--- src/rtl/xor_descr_pkg.sv ---
// Shared types, default LFSR constants and the single Galois step used by the
// xor_stream_descrambler keystream generator.
package xor_descr_pkg;

  typedef enum logic [0:0] {
    IDLE = 1'b0,
    RUN  = 1'b1
  } xds_state_e;

  localparam logic [15:0] DEF_POLY = 16'hB400;  // x^16+x^14+x^13+x^11+1
  localparam logic [15:0] DEF_SEED = 16'hACE1;

  // Widest LFSR the step function handles; narrower states are zero-extended.
  localparam int GALOIS_MAX_W = 64;

  function automatic logic [GALOIS_MAX_W-1:0] galois_step(
    input logic [GALOIS_MAX_W-1:0] s,
    input logic [GALOIS_MAX_W-1:0] poly
  );
    return (s >> 1) ^ (s[0] ? poly : '0);
  endfunction

endpackage

--- src/rtl/galois_lfsr_adv.sv ---
// Combinational look-ahead: advances a Galois LFSR state by NSTEPS steps
// in a single cycle.
module galois_lfsr_adv
  import xor_descr_pkg::*;
#(
  parameter int                LFSR_W = 16,
  parameter logic [LFSR_W-1:0] POLY   = DEF_POLY,
  parameter int                NSTEPS = 8
) (
  input  logic [LFSR_W-1:0] S_IN,
  output logic [LFSR_W-1:0] S_OUT
);

  logic [LFSR_W-1:0] stage [NSTEPS+1];

  assign stage[0] = S_IN;

  for (genvar gi = 0; gi < NSTEPS; gi++) begin : g_step
    assign stage[gi+1] = LFSR_W'(galois_step(GALOIS_MAX_W'(stage[gi]),
                                             GALOIS_MAX_W'(POLY)));
  end

  assign S_OUT = stage[NSTEPS];

endmodule

--- src/rtl/xor_stream_descrambler.sv ---
// Recovers A from a stream of A ^ keystream words using a locally regenerated
// Galois LFSR keystream. Optional word counter enabled by XDS_WORD_CNT_EN.
module xor_stream_descrambler
  import xor_descr_pkg::*;
#(
  parameter int                NBITS  = 8,
  parameter int                LFSR_W = 16,
  parameter logic [LFSR_W-1:0] POLY   = DEF_POLY,
  parameter logic [LFSR_W-1:0] SEED   = DEF_SEED
`ifdef XDS_WORD_CNT_EN
  ,
  parameter int                CNT_W  = 16
`endif
) (
  input  logic              CLK,
  input  logic              RST,
  input  logic              SEED_LOAD,
  input  logic [LFSR_W-1:0] SEED_IN,
  input  logic              IN_VALID,
  output logic              IN_READY,
  input  logic [NBITS-1:0]  IN_DATA,
  output logic              OUT_VALID,
  input  logic              OUT_READY,
  output logic [NBITS-1:0]  OUT_DATA,
  output logic              LOCKED
`ifdef XDS_WORD_CNT_EN
  ,
  output logic [CNT_W-1:0]  WORD_CNT
`endif
);

  localparam logic [0:0] ST_IDLE = IDLE;
  localparam logic [0:0] ST_RUN  = RUN;

  logic [0:0]        state_q, state_d;
  logic [LFSR_W-1:0] lfsr_q, lfsr_d;
  logic [LFSR_W-1:0] lfsr_adv;
  logic              out_valid_q, out_valid_d;
  logic [NBITS-1:0]  out_data_q, out_data_d;
  logic              xfer;

  galois_lfsr_adv #(
    .LFSR_W (LFSR_W),
    .POLY   (POLY),
    .NSTEPS (NBITS)
  ) u_adv (
    .S_IN  (lfsr_q),
    .S_OUT (lfsr_adv)
  );

  // Single output register: accept when it is empty or being drained this cycle.
  assign IN_READY  = (state_q == ST_RUN) && !SEED_LOAD && (!out_valid_q || OUT_READY);
  assign xfer      = IN_VALID && IN_READY;
  assign OUT_VALID = out_valid_q;
  assign OUT_DATA  = out_data_q;
  assign LOCKED    = (state_q == ST_RUN);

  always_comb begin
    state_d     = state_q;
    lfsr_d      = lfsr_q;
    out_valid_d = out_valid_q;
    out_data_d  = out_data_q;
    if (SEED_LOAD) begin
      // A zero seed would lock the LFSR at zero, so fall back to the default.
      state_d     = ST_RUN;
      lfsr_d      = (SEED_IN == '0) ? SEED : SEED_IN;
      out_valid_d = 1'b0;
    end else if (xfer) begin
      out_data_d  = IN_DATA ^ lfsr_q[NBITS-1:0];
      out_valid_d = 1'b1;
      lfsr_d      = lfsr_adv;
    end else if (OUT_READY) begin
      out_valid_d = 1'b0;
    end
  end

  always_ff @(posedge CLK) begin
    if (RST) begin
      state_q     <= ST_IDLE;
      lfsr_q      <= SEED;
      out_valid_q <= 1'b0;
      out_data_q  <= '0;
    end else begin
      state_q     <= state_d;
      lfsr_q      <= lfsr_d;
      out_valid_q <= out_valid_d;
      out_data_q  <= out_data_d;
    end
  end

`ifdef XDS_WORD_CNT_EN
  logic [CNT_W-1:0] cnt_q, cnt_d;

  always_comb begin
    cnt_d = cnt_q;
    if (SEED_LOAD) begin
      cnt_d = '0;
    end else if (xfer) begin
      cnt_d = cnt_q + 1'b1;
    end
  end

  always_ff @(posedge CLK) begin
    if (RST) begin
      cnt_q <= '0;
    end else begin
      cnt_q <= cnt_d;
    end
  end

  assign WORD_CNT = cnt_q;
`endif

endmodule
--- config.mk ---
export PLATFORM = sky130hd
export DESIGN_NAME = xor_stream_descrambler
export DESIGN_NICKNAME = d
export VERILOG_FILES = /design/src/rtl/xor_descr_pkg.sv /design/src/rtl/galois_lfsr_adv.sv /design/src/rtl/xor_stream_descrambler.sv
export SDC_FILE = /design/constraint.sdc
export NUM_CORES = 1
export LEC_CHECK = 0
export BUFFER_PORTS_ARGS = -buffer_cell sky130_fd_sc_hd__clkbuf_2
export CORE_ASPECT_RATIO = 0.8
export CORE_UTILIZATION = 55
export DETAILED_ROUTE_END_ITERATION = 12
export GPL_ROUTABILITY_DRIVEN = 1
export MAX_ROUTING_LAYER = met4
export PLACE_DENSITY_LB_ADDON = 0.25
export SYNTH_ARGS = -nofsm -noshare
export SYNTH_HDL_FRONTEND = slang
export SYNTH_SLANG_ARGS = --single-unit
--- constraint.sdc ---
create_clock -name CLK -period 1.7 [get_ports CLK]
set_input_delay 0.085 -clock CLK [delete_from_list [all_inputs] [get_ports CLK]]
set_output_delay 0.085 -clock CLK [all_outputs]
set_load 0.05 [all_outputs]
## Yosys cells after proc, flatten, opt, wreduce, memory -nomap -nowiden

Cells that the tools add are included.

- ROM bits: 0
- RAM bits: 0
- Register bits: 26
- Logic and storage cells: 38
- Bits in latches: 0
- Memories kept: 0

- Add/subtract/negate cells: 0
- Equal/unequal tests: 0
- Reductions and logical operators: 11
- Mux-type cells: 13
- Bitwise logic cells: 10
- Div/mod/pow operators: 0
- Shifts and indexed selects: 0
- $lt $le $gt $ge: 0
- $mul: 0

Operators with widths:

| operator | number |
|---|---|
| 16-bit two-way mux | 11 |
| 15-bit by 16-bit bitwise XOR with 16-bit output | 8 |
| 16-bit logical NOT | 1 |
| 8-bit bitwise XOR | 1 |
| 2-bit nonzero test | 2 |
| 1-bit logical AND | 3 |
| 1-bit logical NOT | 2 |
| 1-bit two-way mux | 2 |
| 2-bit AND reduction | 1 |
| 2-bit OR reduction | 1 |
| 1-bit logical OR | 1 |
| 1-bit NOT | 1 |

## Logic depth before layout (Yosys ltp)

- Word-level depth: 18
- Mapped depth: 5
- Gate-level depth less buffers: 4

## Cells and area by module

Synthesis repeated with hierarchy kept, for this count alone.

- Cells, all modules: 180
- Area, all modules: 1584.0 um^2

Modules (own cells, without submodules):

| module | cells an instance | area each (um^2) | seq. area each (um^2) | times used |
|---|---|---|---|---|
| xor_stream_descrambler | 155 | 1356.3 | 520.5 | 1 |
| galois_lfsr_adv | 25 | 227.7 | 0.0 | 1 |

## Worst setup path after synthesis

Ideal clock, no wire load.

- Kind: register to register
- Start point: register state_q (netlist: LOCKED)
- End point: register out_data_q[5] (netlist: OUT_DATA[5])
- Cell stages (with the launch flop): 6
- Slack: 0.115 ns
- Arrival: 1.499 ns
- Path through: dfxtp_1 > nand2_1 > nor3_4 > buf_6 > nor2_1 > a211oi_1

- Longest elaborated chain between the ends: 4

RTL lines:

| element | line | RTL |
|---|---|---|
| start, declared | xor_stream_descrambler.sv:35 | `logic [0:0] state_q, state_d;` |
| start signal, assigned | xor_stream_descrambler.sv:84 | `state_q <= state_d;` |
| 1-bit logical AND (2 in series) | xor_stream_descrambler.sv:52 | `assign IN_READY = (state_q == ST_RUN) && !SEED_LOAD && (!out_valid_q \|\| OUT_READY);` |
| 1-bit logical AND | xor_stream_descrambler.sv:53 | `assign xfer = IN_VALID && IN_READY;` |
| 2-bit AND reduction (no source line) | n/a |  |
| end signal, assigned | xor_stream_descrambler.sv:87 | `out_data_q <= out_data_d;` |
| end, declared | xor_stream_descrambler.sv:39 | `logic [NBITS-1:0] out_data_q, out_data_d;` |

No other way between the ends.
A chain may end at the register's enable or synchronous reset.

## Worst setup path after layout

- Start point: input port SEED_IN[3]
- End point: register lfsr_q[6]

- Longest elaborated chain between the ends: 3

RTL lines:

| element | line | RTL |
|---|---|---|
| start, declared | xor_stream_descrambler.sv:18 | `input logic [LFSR_W-1:0] SEED_IN,` |
| 16-bit logical NOT | xor_stream_descrambler.sv:66 | `lfsr_d = (SEED_IN == '0) ? SEED : SEED_IN;` |
| 16-bit two-way mux | xor_stream_descrambler.sv:66 |  |
| 16-bit two-way mux | xor_stream_descrambler.sv:63 | `if (SEED_LOAD) begin` |
| end signal, assigned | xor_stream_descrambler.sv:85 | `lfsr_q <= lfsr_d;` |
| end, declared | xor_stream_descrambler.sv:36 | `logic [LFSR_W-1:0] lfsr_q, lfsr_d;` |

No other way between the ends.

==> impl_results.md <==
- Synth top area share: 0.372
- Initial drt markers: between 60 and 70
- Pre-CTS setup slack: roughly 0.37 ns
- Setup Skew: between 0.009 and 0.01 ns
- # H-tree levels: 1
- Number of clock sinks: 26
- Register Area: approximately 520 um^2
- ANT nets after route: 0
- Vias in the first global route: roughly 1,100
- Final setup fails: 0
- FILL cells: 192
- Post-route setup TNS: 0 ns
- Cts bufs inserted: 3
- Slew Limit Fails: 0
- Slack of the critical path: 0.217 ns
- Worst Hold Class: input pin to register
- Hold Fails Final Rpt: 0
- NumNets Final: roughly 230
- Net Sw Frac: 0.313
- Overall die width: slightly below 60 um
- Yosys reg bits: 26
- DR vias: approximately 1,200
- Slew @ Worst Pin: about 0.53 ns
- Die Ht: 47.1 um
- Gpl congestion: just under 0.9
- Adder-Cell Fraction of Synth Area: 0
- Mapped Nets: ~190
- Mapped Cells: approximately 160
- Asr flop ratio synth: 0
- CTS resizes: 0
- Largest cells by area after synthesis: dfxtp_1 37%, xnor2_1 13%, a21oi_1 5.4%
- Initial antenna violation count: 0
- DP HPWL: around 2400 um
- Flop pwr share: 0.542
- Clk slew on worst S/H paths: approximately 0.12 ns
- Critical Path AT: approximately 1.7 ns
- Compound-Gate Fraction of Synth Area: 0.184
- Clock power frac: 0.198
- Max_slew headroom: 0.644
- Post-DR vias/cell: ~5.4
- Most frequent cells after synthesis: 26 x dfxtp_1, 21 x xnor2_1, 20 x nor2_1, 15 x a21oi_1, 13 x nand2_1
- Synth Area in Simple Gates: 0.193
- Crit path kind: input pin to register
- I/O pin total: 40
- Pin count of the biggest net entering global routing: 28
- Die area: around 2800 um^2
- Fin crit period: 1.48 ns
- Area of the multi-input gates: slightly below 800 um^2
- Final wirelength: 3120 um
- Row cnt: 15
- First-pass GRT wire length: 5240 um
- Post-Synth XOR/XNOR Area: 0.184
- Core region area: about 2300 um^2
- P_int: ~880 uW
- CTS tree: yes
- Max Buffers Root-to-Sink: 2
- First-pass DRT Iterations: 4
- Cell chosen for the clock root: clkbuf_4
- Maximum clock rate: around 670 MHz
- Grt ovf: 0
- Netlist cell types: 32
- Switching power total: 402 uW
- PwrDens: around 790 nW/um^2
- Worst-path maximum fanout: 8
- Yosys warns: 0
- Crit. End Element: register
- Most used DFF post-synth: dfxtp_1
- Setup crit start kind: input pin
- Mux share of post-synthesis cell area: 0.00715
- Synthesized area: between 1000 and 1500 um^2
- Main combinational cell family by area after synthesis: simple AND/OR/NAND/NOR gates
- Worst vdd ir: 0.587 mV
- Max Cap Viol: 0
- Outcome: completed
- Final period utilization: 0.872
- P&R area growth vs syn: 15.6%
- Leak: about 0.65 nW
- Area leader, netlist: dfxtp_1
- Syn_area_per_cell: approximately 8.6 um^2
- DR WL/cell: 13.6 um
- Worst-Skew Late Latency: 0.32 ns
- Sequential share of the synthesized area: 0.372
- Post-synth EDFFs: 0
- Comb power frac: 0.260
- Antenna cells: 0
- Critical path required time: just under 2 ns
- Initial Utilization: 0.617
- GR Util All Layers: 0.267
- Count of input and output buffers: 39
- Layout cells sized above 1: 0.270
- RSZ-0062 raised after global routing: false
- Top-count cell post-synth: dfxtp_1
- Drc violations: 0
-- power groups by stage --
| stage | clock network (mW) | logic (mW) | registers, mW |
|---|---|---|---|
| 4_1_cts | 0.267 | 0.330 | 0.698 |
| 2_1_floorplan | 0 | 0.230 | 0.726 |
| 3_3_place_gp | 0 | 0.322 | 0.709 |
| 6_report | 0.255 | 0.334 | 0.697 |
| 5_1_grt | 0.286 | 0.364 | 0.703 |
| 3_5_place_dp | 0 | 0.327 | 0.711 |
-- timing repair --
| item | CTS | global route |
|---|---|---|
| hold buffers | 1 | 1 |
| endpoints found under the setup margin | 0 | 0 |
| setup buffers | 0 | 0 |
| endpoints found under the hold margin | 1 | 1 |
-- critical path, stage by stage --
cell and delay (ns):
dlygate4sd3_1 0.53, clkbuf_2 0.11, nor4_1 0.40, a41o_2 0.35, nor3_1 0.07, nor3_1 0.18
-- cells in the final DEF (no fill, tap or decap), types with 3 or more instances in the layout --
master,netlist,routed
and2_1,3,3
a21oi_1,15,15
o21ai_0,7,7
dfxtp_1,26,26
xnor2_1,21,21
clkbuf_2,1,39
nor4_1,6,6
a311oi_1,3,3
xnor2_2,4,4
nor2_1,20,20
a211oi_1,8,8
nor3_1,5,5
clkbuf_4,0,3
and3_1,3,3
nand2_1,13,13
-- sequential cells by signal (all words and copies together), names as in the netlist --
register / cells
OUT_VALID: 1
OUT_DATA: 8
lfsr_q: 16
LOCKED: 1
-- layout make-up --
cell class / count / area share
repair buffers: 43 / 0.142
inverters: 2 / 0.00464
flip-flops and latches: 26 / 0.321
well taps: 34 / 0.0263
clock buffers: 3 / 0.0139
multi-input cells: 122 / 0.491
-- metal layers --
layer | global-route usage | share of wire | up-vias
met2 | 0.441 | 0.48 | 49
met3 | 0.0579 | 0.068 | 0
met4 | 0.0333 | 0 | 0
met1 | 0.350 | 0.45 | 549
met5 | - | 0 | -
li1 | - | - | 640
-- through the flow --
stage                     hold slack (ns)  cells  utilization  cell area (um^2)  total power [mW]
after detailed placement            0.351    225        0.694              1580              1.04
after global routing              0.00584    230        0.713              1620              1.35
after CTS                         0.00271    229        0.709              1610              1.30
final                              0.0175    230        0.713              1620              1.29
after floorplan                     0.230    162            -              1400             0.956
after global placement              0.346    225        0.694              1580              1.03
-- cell families (layout without fill, tap and decap cells) --
| family | Yosys count | in the layout |
|---|---|---|
| flops | 26 | 26 |
| compound gates | 40 | 40 |
| simple gates | 55 | 55 |
| buf+inv | 14 | 48 |
| xor+xnor | 26 | 26 |
| mux | 1 | 1 |
-- worst paths after layout --
kind                                  from          end  slack [ns]  cells after the start
worst min register to register   lfsr_q[9]    lfsr_q[1]        0.50                      2
worst max register to register      LOCKED  OUT_DATA[7]        0.34                      4
worst max-delay path            SEED_IN[3]    lfsr_q[6]        0.22                      6
worst min-delay path            SEED_IN[4]    lfsr_q[4]        0.02                      3
Power figures use the tool's default switching activity.
